<file path="config.mk">
export PLATFORM = sky130hd
export DESIGN_NAME = core_commit_arb_flat
export DESIGN_NICKNAME = d
export VERILOG_FILES = /design/src/rtl/core_pkg.sv /design/src/rtl/core_commit_arb_if.sv /design/src/rtl/core_rr_arb.sv /design/src/rtl/core_commit_arb.sv /design/src/flat_wrapper.sv
export SDC_FILE = /design/constraint.sdc
export NUM_CORES = 1
export LEC_CHECK = 0
export CAP_MARGIN = 20
export CELL_PAD_IN_SITES_DETAIL_PLACEMENT = 1
export CELL_PAD_IN_SITES_GLOBAL_PLACEMENT = 1
export CORE_UTILIZATION = 29
export CTS_BUF_LIST = sky130_fd_sc_hd__clkbuf_2
export DETAILED_ROUTE_END_ITERATION = 8
export PLACE_DENSITY_LB_ADDON = 0.1
export SLEW_MARGIN = 30
export SYNTH_ARGS = -nofsm -noshare
export SYNTH_HDL_FRONTEND = slang
export SYNTH_SLANG_ARGS = --single-unit
</file>
<file path="constraint.sdc">
create_clock -name clk -period 2.6 [get_ports clk]
set_input_delay 0.39 -clock clk [delete_from_list [all_inputs] [get_ports clk]]
set_output_delay 0.39 -clock clk [all_outputs]
set_load 0.02 [all_outputs]
</file>
<file path="src/rtl/core_pkg.sv">
// rtl/core_pkg.sv - shared types and constants for the commit arbiter
package core_pkg;

    localparam int STARVE_CNT_W = 4;
    localparam int CORE_XLEN    = 32;
    localparam int CORE_RIDX_W  = 5;
    localparam int CORE_SRC_W   = 3;

    localparam logic [STARVE_CNT_W-1:0] WAIT_MAX = '1;

    typedef struct packed {
        logic [CORE_RIDX_W-1:0] rd;
        logic [CORE_XLEN-1:0]   data;
        logic [CORE_XLEN-1:0]   pc;
        logic [CORE_SRC_W-1:0]  src;
    } commit_entry_t;

    // A single source still needs a one-bit index field.
    function automatic int src_width(input int n);
        return (n > 1) ? $clog2(n) : 1;
    endfunction

endpackage

</file>
<file path="src/rtl/core_commit_arb_if.sv">
// rtl/core_commit_arb_if.sv - request and commit port bundle of the commit arbiter
interface core_commit_arb_if
    import core_pkg::*;
#(
    parameter int NREQ   = 3,
    parameter int XLEN   = 32,
    parameter int RIDX_W = 5
);
    localparam int SRC_W = src_width(NREQ);

    logic [NREQ-1:0]        req_val;
    logic [NREQ-1:0]        req_rdy;
    logic [NREQ*RIDX_W-1:0] req_rd;
    logic [NREQ*XLEN-1:0]   req_data;
    logic [NREQ*XLEN-1:0]   req_pc;

    logic                   commit_val;
    logic                   commit_rdy;
    logic [SRC_W-1:0]       commit_src;
    logic [RIDX_W-1:0]      commit_rd;
    logic [XLEN-1:0]        commit_data;
    logic [XLEN-1:0]        commit_pc;
    logic                   starve_evt;

    modport master (
        input  req_val, req_rd, req_data, req_pc, commit_rdy,
        output req_rdy, commit_val, commit_src, commit_rd, commit_data, commit_pc, starve_evt
    );

    modport slave (
        output req_val, req_rd, req_data, req_pc, commit_rdy,
        input  req_rdy, commit_val, commit_src, commit_rd, commit_data, commit_pc, starve_evt
    );

endinterface

</file>
<file path="src/rtl/core_rr_arb.sv">
// rtl/core_rr_arb.sv - round-robin picker with a forced-priority override vector
module core_rr_arb #(
    parameter int NREQ  = 3,
    parameter int IDX_W = 2
) (
    input  logic [NREQ-1:0]  req,
    input  logic [IDX_W-1:0] ptr,
    input  logic [NREQ-1:0]  force_vec,
    output logic [NREQ-1:0]  gnt,
    output logic [IDX_W-1:0] gnt_idx,
    output logic             gnt_forced
);

    logic found;
    int   pos;

    always_comb begin
        gnt_idx    = '0;
        found      = 1'b0;
        pos        = 0;
        gnt_forced = |force_vec;
        if (gnt_forced) begin
            // descending scan leaves the lowest forced index as the winner
            for (int i = NREQ - 1; i >= 0; i--) begin
                if (force_vec[i]) begin
                    gnt_idx = IDX_W'(i);
                end
            end
        end else begin
            for (int k = 0; k < NREQ; k++) begin
                pos = (int'(ptr) + k) % NREQ;
                if (!found && req[pos]) begin
                    found   = 1'b1;
                    gnt_idx = IDX_W'(pos);
                end
            end
        end
        gnt = (|req) ? (NREQ'(1) << gnt_idx) : '0;
    end

endmodule

</file>
<file path="src/rtl/core_commit_arb.sv">
// rtl/core_commit_arb.sv - shares the single commit port among NREQ result sources
module core_commit_arb
    import core_pkg::*;
#(
    parameter int NREQ      = 3,
    parameter int XLEN      = 32,
    parameter int RIDX_W    = 5,
    parameter int STARVE_TH = 7
) (
    input logic             clk,
    input logic             rst,
    core_commit_arb_if.master bus
);

    localparam int SRC_W = src_width(NREQ);

    logic                    free;
    logic [NREQ-1:0]         elig;
    logic [NREQ-1:0]         force_vec;
    logic [NREQ-1:0]         gnt;
    logic [SRC_W-1:0]        gnt_idx;
    logic                    gnt_forced;
    logic                    any_gnt;
    logic [SRC_W-1:0]        rr_ptr;
    logic [STARVE_CNT_W-1:0] wait_cnt [NREQ];
    logic                    commit_val_q;
    commit_entry_t           entry_q;
    commit_entry_t           entry_d;

    // Load is allowed while the current entry drains; nothing is offered in reset.
    assign free = rst && (!commit_val_q || bus.commit_rdy);
    assign elig = bus.req_val & {NREQ{free}};

    always_comb begin
        force_vec = '0;
        for (int i = 0; i < NREQ; i++) begin
            force_vec[i] = elig[i] && (wait_cnt[i] >= STARVE_CNT_W'(STARVE_TH));
        end
    end

    core_rr_arb #(
        .NREQ  (NREQ),
        .IDX_W (SRC_W)
    ) u_rr_arb (
        .req        (elig),
        .ptr        (rr_ptr),
        .force_vec  (force_vec),
        .gnt        (gnt),
        .gnt_idx    (gnt_idx),
        .gnt_forced (gnt_forced)
    );

    assign any_gnt = |gnt;

    always_comb begin
        entry_d = entry_q;
        if (any_gnt) begin
            entry_d.rd   = CORE_RIDX_W'(bus.req_rd[gnt_idx*RIDX_W +: RIDX_W]);
            entry_d.data = CORE_XLEN'(bus.req_data[gnt_idx*XLEN +: XLEN]);
            entry_d.pc   = CORE_XLEN'(bus.req_pc[gnt_idx*XLEN +: XLEN]);
            entry_d.src  = CORE_SRC_W'(gnt_idx);
        end
    end

    always_ff @(posedge clk or negedge rst) begin
        if (!rst) begin
            commit_val_q <= 1'b0;
            entry_q      <= '0;
            rr_ptr       <= '0;
            for (int i = 0; i < NREQ; i++) begin
                wait_cnt[i] <= '0;
            end
        end else begin
            if (any_gnt) begin
                commit_val_q <= 1'b1;
            end else if (bus.commit_rdy) begin
                commit_val_q <= 1'b0;
            end
            entry_q <= entry_d;
            if (any_gnt) begin
                rr_ptr <= (gnt_idx == SRC_W'(NREQ - 1)) ? '0 : gnt_idx + SRC_W'(1);
            end
            for (int i = 0; i < NREQ; i++) begin
                if (gnt[i] || !bus.req_val[i]) begin
                    wait_cnt[i] <= '0;
                end else if (wait_cnt[i] != WAIT_MAX) begin
                    wait_cnt[i] <= wait_cnt[i] + 1'b1;
                end
            end
        end
    end

    assign bus.req_rdy     = gnt;
    assign bus.starve_evt  = any_gnt && gnt_forced;
    assign bus.commit_val  = commit_val_q;
    assign bus.commit_src  = SRC_W'(entry_q.src);
    assign bus.commit_rd   = RIDX_W'(entry_q.rd);
    assign bus.commit_data = XLEN'(entry_q.data);
    assign bus.commit_pc   = XLEN'(entry_q.pc);

    a_rdy_onehot: assert property (@(posedge clk) disable iff (!rst) $onehot0(bus.req_rdy));
    a_hold_stable: assert property (@(posedge clk) disable iff (!rst)
        (commit_val_q && !bus.commit_rdy) |=> $stable(entry_q));
    a_src_range: assert property (@(posedge clk) disable iff (!rst)
        commit_val_q |-> (int'(entry_q.src) < NREQ));

endmodule

</file>
<file path="src/flat_wrapper.sv">
// flat-port wrapper written by rule: the top's interface ports become plain ports
module core_commit_arb_flat import core_pkg::*;
#(
    parameter int NREQ      = 3,
    parameter int XLEN      = 32,
    parameter int RIDX_W    = 5,
    parameter int STARVE_TH = 7
)
  (clk, rst, bus_req_val, bus_req_rd, bus_req_data, bus_req_pc, bus_commit_rdy, bus_req_rdy, bus_commit_val, bus_commit_src, bus_commit_rd, bus_commit_data, bus_commit_pc, bus_starve_evt);
  core_commit_arb_if #(.NREQ(NREQ), .XLEN(XLEN), .RIDX_W(RIDX_W)) bus_i ();
  input logic clk;
  input logic rst;
  input wire logic [$bits(bus_i.req_val)-1:0] bus_req_val;
  input wire logic [$bits(bus_i.req_rd)-1:0] bus_req_rd;
  input wire logic [$bits(bus_i.req_data)-1:0] bus_req_data;
  input wire logic [$bits(bus_i.req_pc)-1:0] bus_req_pc;
  input wire logic [$bits(bus_i.commit_rdy)-1:0] bus_commit_rdy;
  output wire logic [$bits(bus_i.req_rdy)-1:0] bus_req_rdy;
  output wire logic [$bits(bus_i.commit_val)-1:0] bus_commit_val;
  output wire logic [$bits(bus_i.commit_src)-1:0] bus_commit_src;
  output wire logic [$bits(bus_i.commit_rd)-1:0] bus_commit_rd;
  output wire logic [$bits(bus_i.commit_data)-1:0] bus_commit_data;
  output wire logic [$bits(bus_i.commit_pc)-1:0] bus_commit_pc;
  output wire logic [$bits(bus_i.starve_evt)-1:0] bus_starve_evt;
  assign bus_i.req_val = bus_req_val;
  assign bus_i.req_rd = bus_req_rd;
  assign bus_i.req_data = bus_req_data;
  assign bus_i.req_pc = bus_req_pc;
  assign bus_i.commit_rdy = bus_commit_rdy;
  assign bus_req_rdy = bus_i.req_rdy;
  assign bus_commit_val = bus_i.commit_val;
  assign bus_commit_src = bus_i.commit_src;
  assign bus_commit_rd = bus_i.commit_rd;
  assign bus_commit_data = bus_i.commit_data;
  assign bus_commit_pc = bus_i.commit_pc;
  assign bus_starve_evt = bus_i.starve_evt;
  core_commit_arb #(.NREQ(NREQ), .XLEN(XLEN), .RIDX_W(RIDX_W), .STARVE_TH(STARVE_TH)) u_core (.clk(clk), .rst(rst), .bus(bus_i));
endmodule
</file>
==> impl_summary.log <==
INFO  metric tightest_slew = 0.6756 ns
INFO  metric die_height = 136.4 um
INFO  metric multi_input_comb_area = 2935 um^2
INFO  metric final_period_minus_worst_setup_slack = 2.802 ns
INFO  metric power.net_switching = 2.942 mW
INFO  metric setup.worst_path.class = flop to primary output
INFO  metric layout-drive-gt1-share = 0.1453
INFO  metric via_count_of_the_first_global_routing_pass = 6539
INFO  metric cts.clk_slew.worst_paths = 0.29 ns
INFO  metric core_area = 17480 um^2
INFO  metric drv_slew = 0
INFO  metric synth_seq_cells = 86
INFO  metric violations = negative setup slack
INFO  metric number_of_enable_type_register_cells_in_the_synthesized_netlist = 0
INFO  metric seq_power_share = 0.292
INFO  metric synth_sequential_area_ratio = 0.4111
INFO  metric drc = 0
INFO  metric worst_setup_slack_final = -0.2019 ns
INFO  metric yosys.area.top_type = sky130_fd_sc_hd__dfrtp_1
INFO  metric start_util = 0.2995
INFO  metric p_int = 4.601 mW
INFO  metric synthesis.yosys.warnings = 0
INFO  metric rr_worst_depth = 12
INFO  metric cp_max_fo = 5
INFO  metric maxCapViolCount = 0
INFO  metric floorplan.die_area = 18590 um^2
INFO  metric timing.final.hold_violations = 0
INFO  metric i_o_pin_cnt = 289
INFO  metric setup_tns = -2.913 ns
INFO  metric r2r_end = u_core.bus.commit_pc[12]
INFO  metric setup_slack_of_the_worst_register_to_register_path = -0.09 ns
INFO  metric drt_first_pass_iters = 4
INFO  metric period_share = 1.078
INFO  metric area_growth = 78.78%
INFO  metric switching_power_share_of_the_total = 0.3900
INFO  metric dp_hpwl = 15850 um
INFO  metric ir_worst_vdd = 0.0003407 V
INFO  metric initialDrtViolationCount = 224
INFO  metric synthCells = 543
INFO  metric synthesis.nets = 761
INFO  metric final-setup-viol-count = 68
INFO  metric synthFlopType = sky130_fd_sc_hd__dfrtp_1
INFO  metric most-common-layout-cells = sky130_fd_sc_hd__clkdlybuf4s50_1 (283), sky130_fd_sc_hd__dfrtp_1 (86), sky130_fd_sc_hd__a22o_1 (69), sky130_fd_sc_hd__a221o_1 (69)
INFO  metric grt.overflow.total = 0
INFO  metric crit_path_launch = u_core.rr_ptr[0]
INFO  metric synth_top_cells_by_area = sky130_fd_sc_hd__dfrtp_1 (41%), sky130_fd_sc_hd__a221o_1 (13%), sky130_fd_sc_hd__a22o_1 (12%)
INFO  metric globalplace.congestion = 0.9548
INFO  metric numCtsBuffers = 9
INFO  metric crit_path_end = bus_req_rdy[0]
INFO  metric cts.htree.levels = 3
INFO  metric final_instance_area = 9359 um^2
INFO  metric power_frac_clock = 0.115
INFO  metric num-nets-final = 1087
INFO  metric clock-sinks = 86
INFO  metric timing.fmax = 356.9 MHz
INFO  metric portBuffers = 288
INFO  metric antenna_found_initial = 1
INFO  metric syn_area_per_cell = 9.641 um^2
INFO  metric synth_cell_type_count = 43
INFO  metric timing.hold.worst.class = input port to flop
INFO  metric die_x_extent = 136.4 um
INFO  metric fillerInstances = 1919
INFO  metric syn-cell-area = 5235 um^2
INFO  metric route.vias.total = 5936
INFO  metric detail_route.wirelength = 23870 um
INFO  metric synth_largest_type_area_fraction = 0.4111
INFO  metric clk_root_buffer_cell = sky130_fd_sc_hd__clkbuf_2
INFO  metric placed_cell_area = 8645 um^2
INFO  metric crit_path_end_kind = primary output
INFO  metric final-seq-area = 2152 um^2
INFO  metric insertion_delay = 0.59 ns
INFO  metric grtUsageTotal = 0.2403
INFO  metric crit_required = 2.21 ns
INFO  metric arrival = 2.41 ns
INFO  metric timing.slew.headroom = 0.5496
INFO  metric pwr-share-comb = 0.593
INFO  metric layout.cells.most_common = sky130_fd_sc_hd__clkdlybuf4s50_1
INFO  metric asyncSetResetFlopFracSynth = 1.000
INFO  metric drt-vias-per-instance = 5.396
INFO  metric hold_path_depth = 2
INFO  metric detail_route.wl_per_cell = 21.70 um
INFO  metric largest_net_degree_at_the_start_of_global_routing = 69
INFO  metric rsz0062_at_grt = yes
INFO  metric worst_clock_skew = 0.04406 ns
INFO  metric outcome = finished, violations left
INFO  metric regToRegStartpoint = u_core.rr_ptr[0]
INFO  metric worstSetupStartpointType = flop
INFO  metric cts.path.max_buffers = 2
INFO  metric floorplan.rows = 48
INFO  metric grt_first_pass_wirelength = 34330 um
INFO  metric antenna_left = 0
INFO  metric powerDensity = 806.0 nW/um^2
INFO  metric total_leakage_power = 3.897 nW
INFO  metric cts_tree = yes
==> layout make-up <==
type,count,area share
diodes,1,0.0002674
clock buffers,9,0.004813
clock inverters,7,0.01056
inverters,3,0.001203
multi-input cells,404,0.3136
flip-flops and latches,86,0.2299
well taps,225,0.03008
repair buffers,365,0.4095
==> synthesized netlist by cell type (all sizes together) (2+ instances only) <==
| cell type | number |
|---|---|
| nand3 | 7 |
| dfrtp | 86 |
| nand2 | 66 |
| o21ba | 2 |
| nor3b | 2 |
| ha | 5 |
| inv | 3 |
| a31oi | 3 |
| nor3 | 70 |
| a22o | 69 |
| o22ai | 3 |
| nand2b | 63 |
| a221o | 69 |
| nor2 | 15 |
| o2111ai | 2 |
| buf | 36 |
| mux2i | 3 |
| a21o | 4 |
| o21ai | 4 |
| clkbuf | 14 |
| xnor2 | 2 |
==> timing repair <==
action                                 CTS  global route
endpoints found under the hold margin   86             0
cloned                                   0             9
setup endpoints to repair                5            57
setup buffers                           12             7
hold buffers                             1             0
gates resized for setup                 38            27
pin swaps                               12             4
==> power by group through the flow <==
stage	combinational (mW)	clock [mW]	sequential, mW
after floorplan	1.58	0	2.69
after global placement	3.87	0	2.18
after detailed placement	3.99	0	2.20
after CTS	4.15	0.909	2.20
after global routing	4.75	0.950	2.27
final	4.47	0.868	2.20
==> cells by family (layout without fill, tap and decap cells) <==
logic type      after synthesis  count (layout)  share of synthesized area
fa+ha+maj                     5               5                    0.01195
flops                        86              86                     0.4111
mux                           3               3                   0.005736
compound gates              164             164                     0.2892
simple gates                229             229                     0.2230
other cells                   0               1                          0
xor+xnor                      3               3                   0.005020
buf+inv                      53             384                    0.05402
==> metal layers <==
metal	vias to the layer above	track usage	wire length, um
li1	2734	-	-
met1	2944	0.2761	9415
met2	216	0.4196	12150
met3	42	0.05406	1560
met4	0	0.1142	744
met5	-	0	0
==> worst min path at each step <==
stage | startpoint | endpoint | slack [ns]
after detailed placement | u_core.bus.commit_src[1] | u_core.bus.commit_src[1] | 0.47
after global placement | u_core.bus.commit_src[1] | u_core.bus.commit_src[1] | 0.46
after global routing | bus_req_pc[51] | u_core.bus.commit_pc[19] | 0.31
after floorplan | rst | u_core.bus.commit_data[0] | 0.09
final | bus_req_pc[55] | u_core.bus.commit_pc[23] | 0.38
after CTS | rst | u_core.bus.commit_pc[16] | 0.31
==> state kept, by name, summed over array words and instances, names as in the netlist <==
| register | flops |
|---|---|
| u_core.bus.commit_data | 32 |
| u_core.bus.commit_pc | 32 |
| u_core.bus.commit_rd | 5 |
| u_core.bus.commit_src | 2 |
| u_core.bus.commit_val | 1 |
| u_core.rr_ptr | 2 |
| u_core.wait_cnt | 12 |
==> per-stage QoR <==
| step | utilization | power [mW] | hold WS, ns | std cells | setup slack, ns |
|---|---|---|---|---|---|
| 2_1_floorplan | - | 4.270 | 0.09441 | 543 | 0.3534 |
| 3_3_place_gp | 0.4944 | 6.052 | 0.4610 | 1055 | -0.2086 |
| 3_5_place_dp | 0.4946 | 6.195 | 0.4687 | 1055 | -0.2356 |
| 4_1_cts | 0.5124 | 7.255 | 0.3057 | 1083 | -0.2194 |
| 5_1_grt | 0.5355 | 7.977 | 0.3124 | 1100 | -0.3427 |
| 6_report | 0.5355 | 7.543 | 0.3833 | 1100 | -0.2019 |
==> critical path, cell delays in order, from the launching register on <==
cell and delay (ns):
sky130_fd_sc_hd__dfrtp_1 0.51, sky130_fd_sc_hd__inv_2 0.08, sky130_fd_sc_hd__ha_4 0.32, sky130_fd_sc_hd__nand2_2 0.09, sky130_fd_sc_hd__a221oi_2 0.36, sky130_fd_sc_hd__o21ai_2 0.11, sky130_fd_sc_hd__o21ba_4 0.24, sky130_fd_sc_hd__buf_6 0.11
Note: power is estimated with default switching activity, not from simulation.
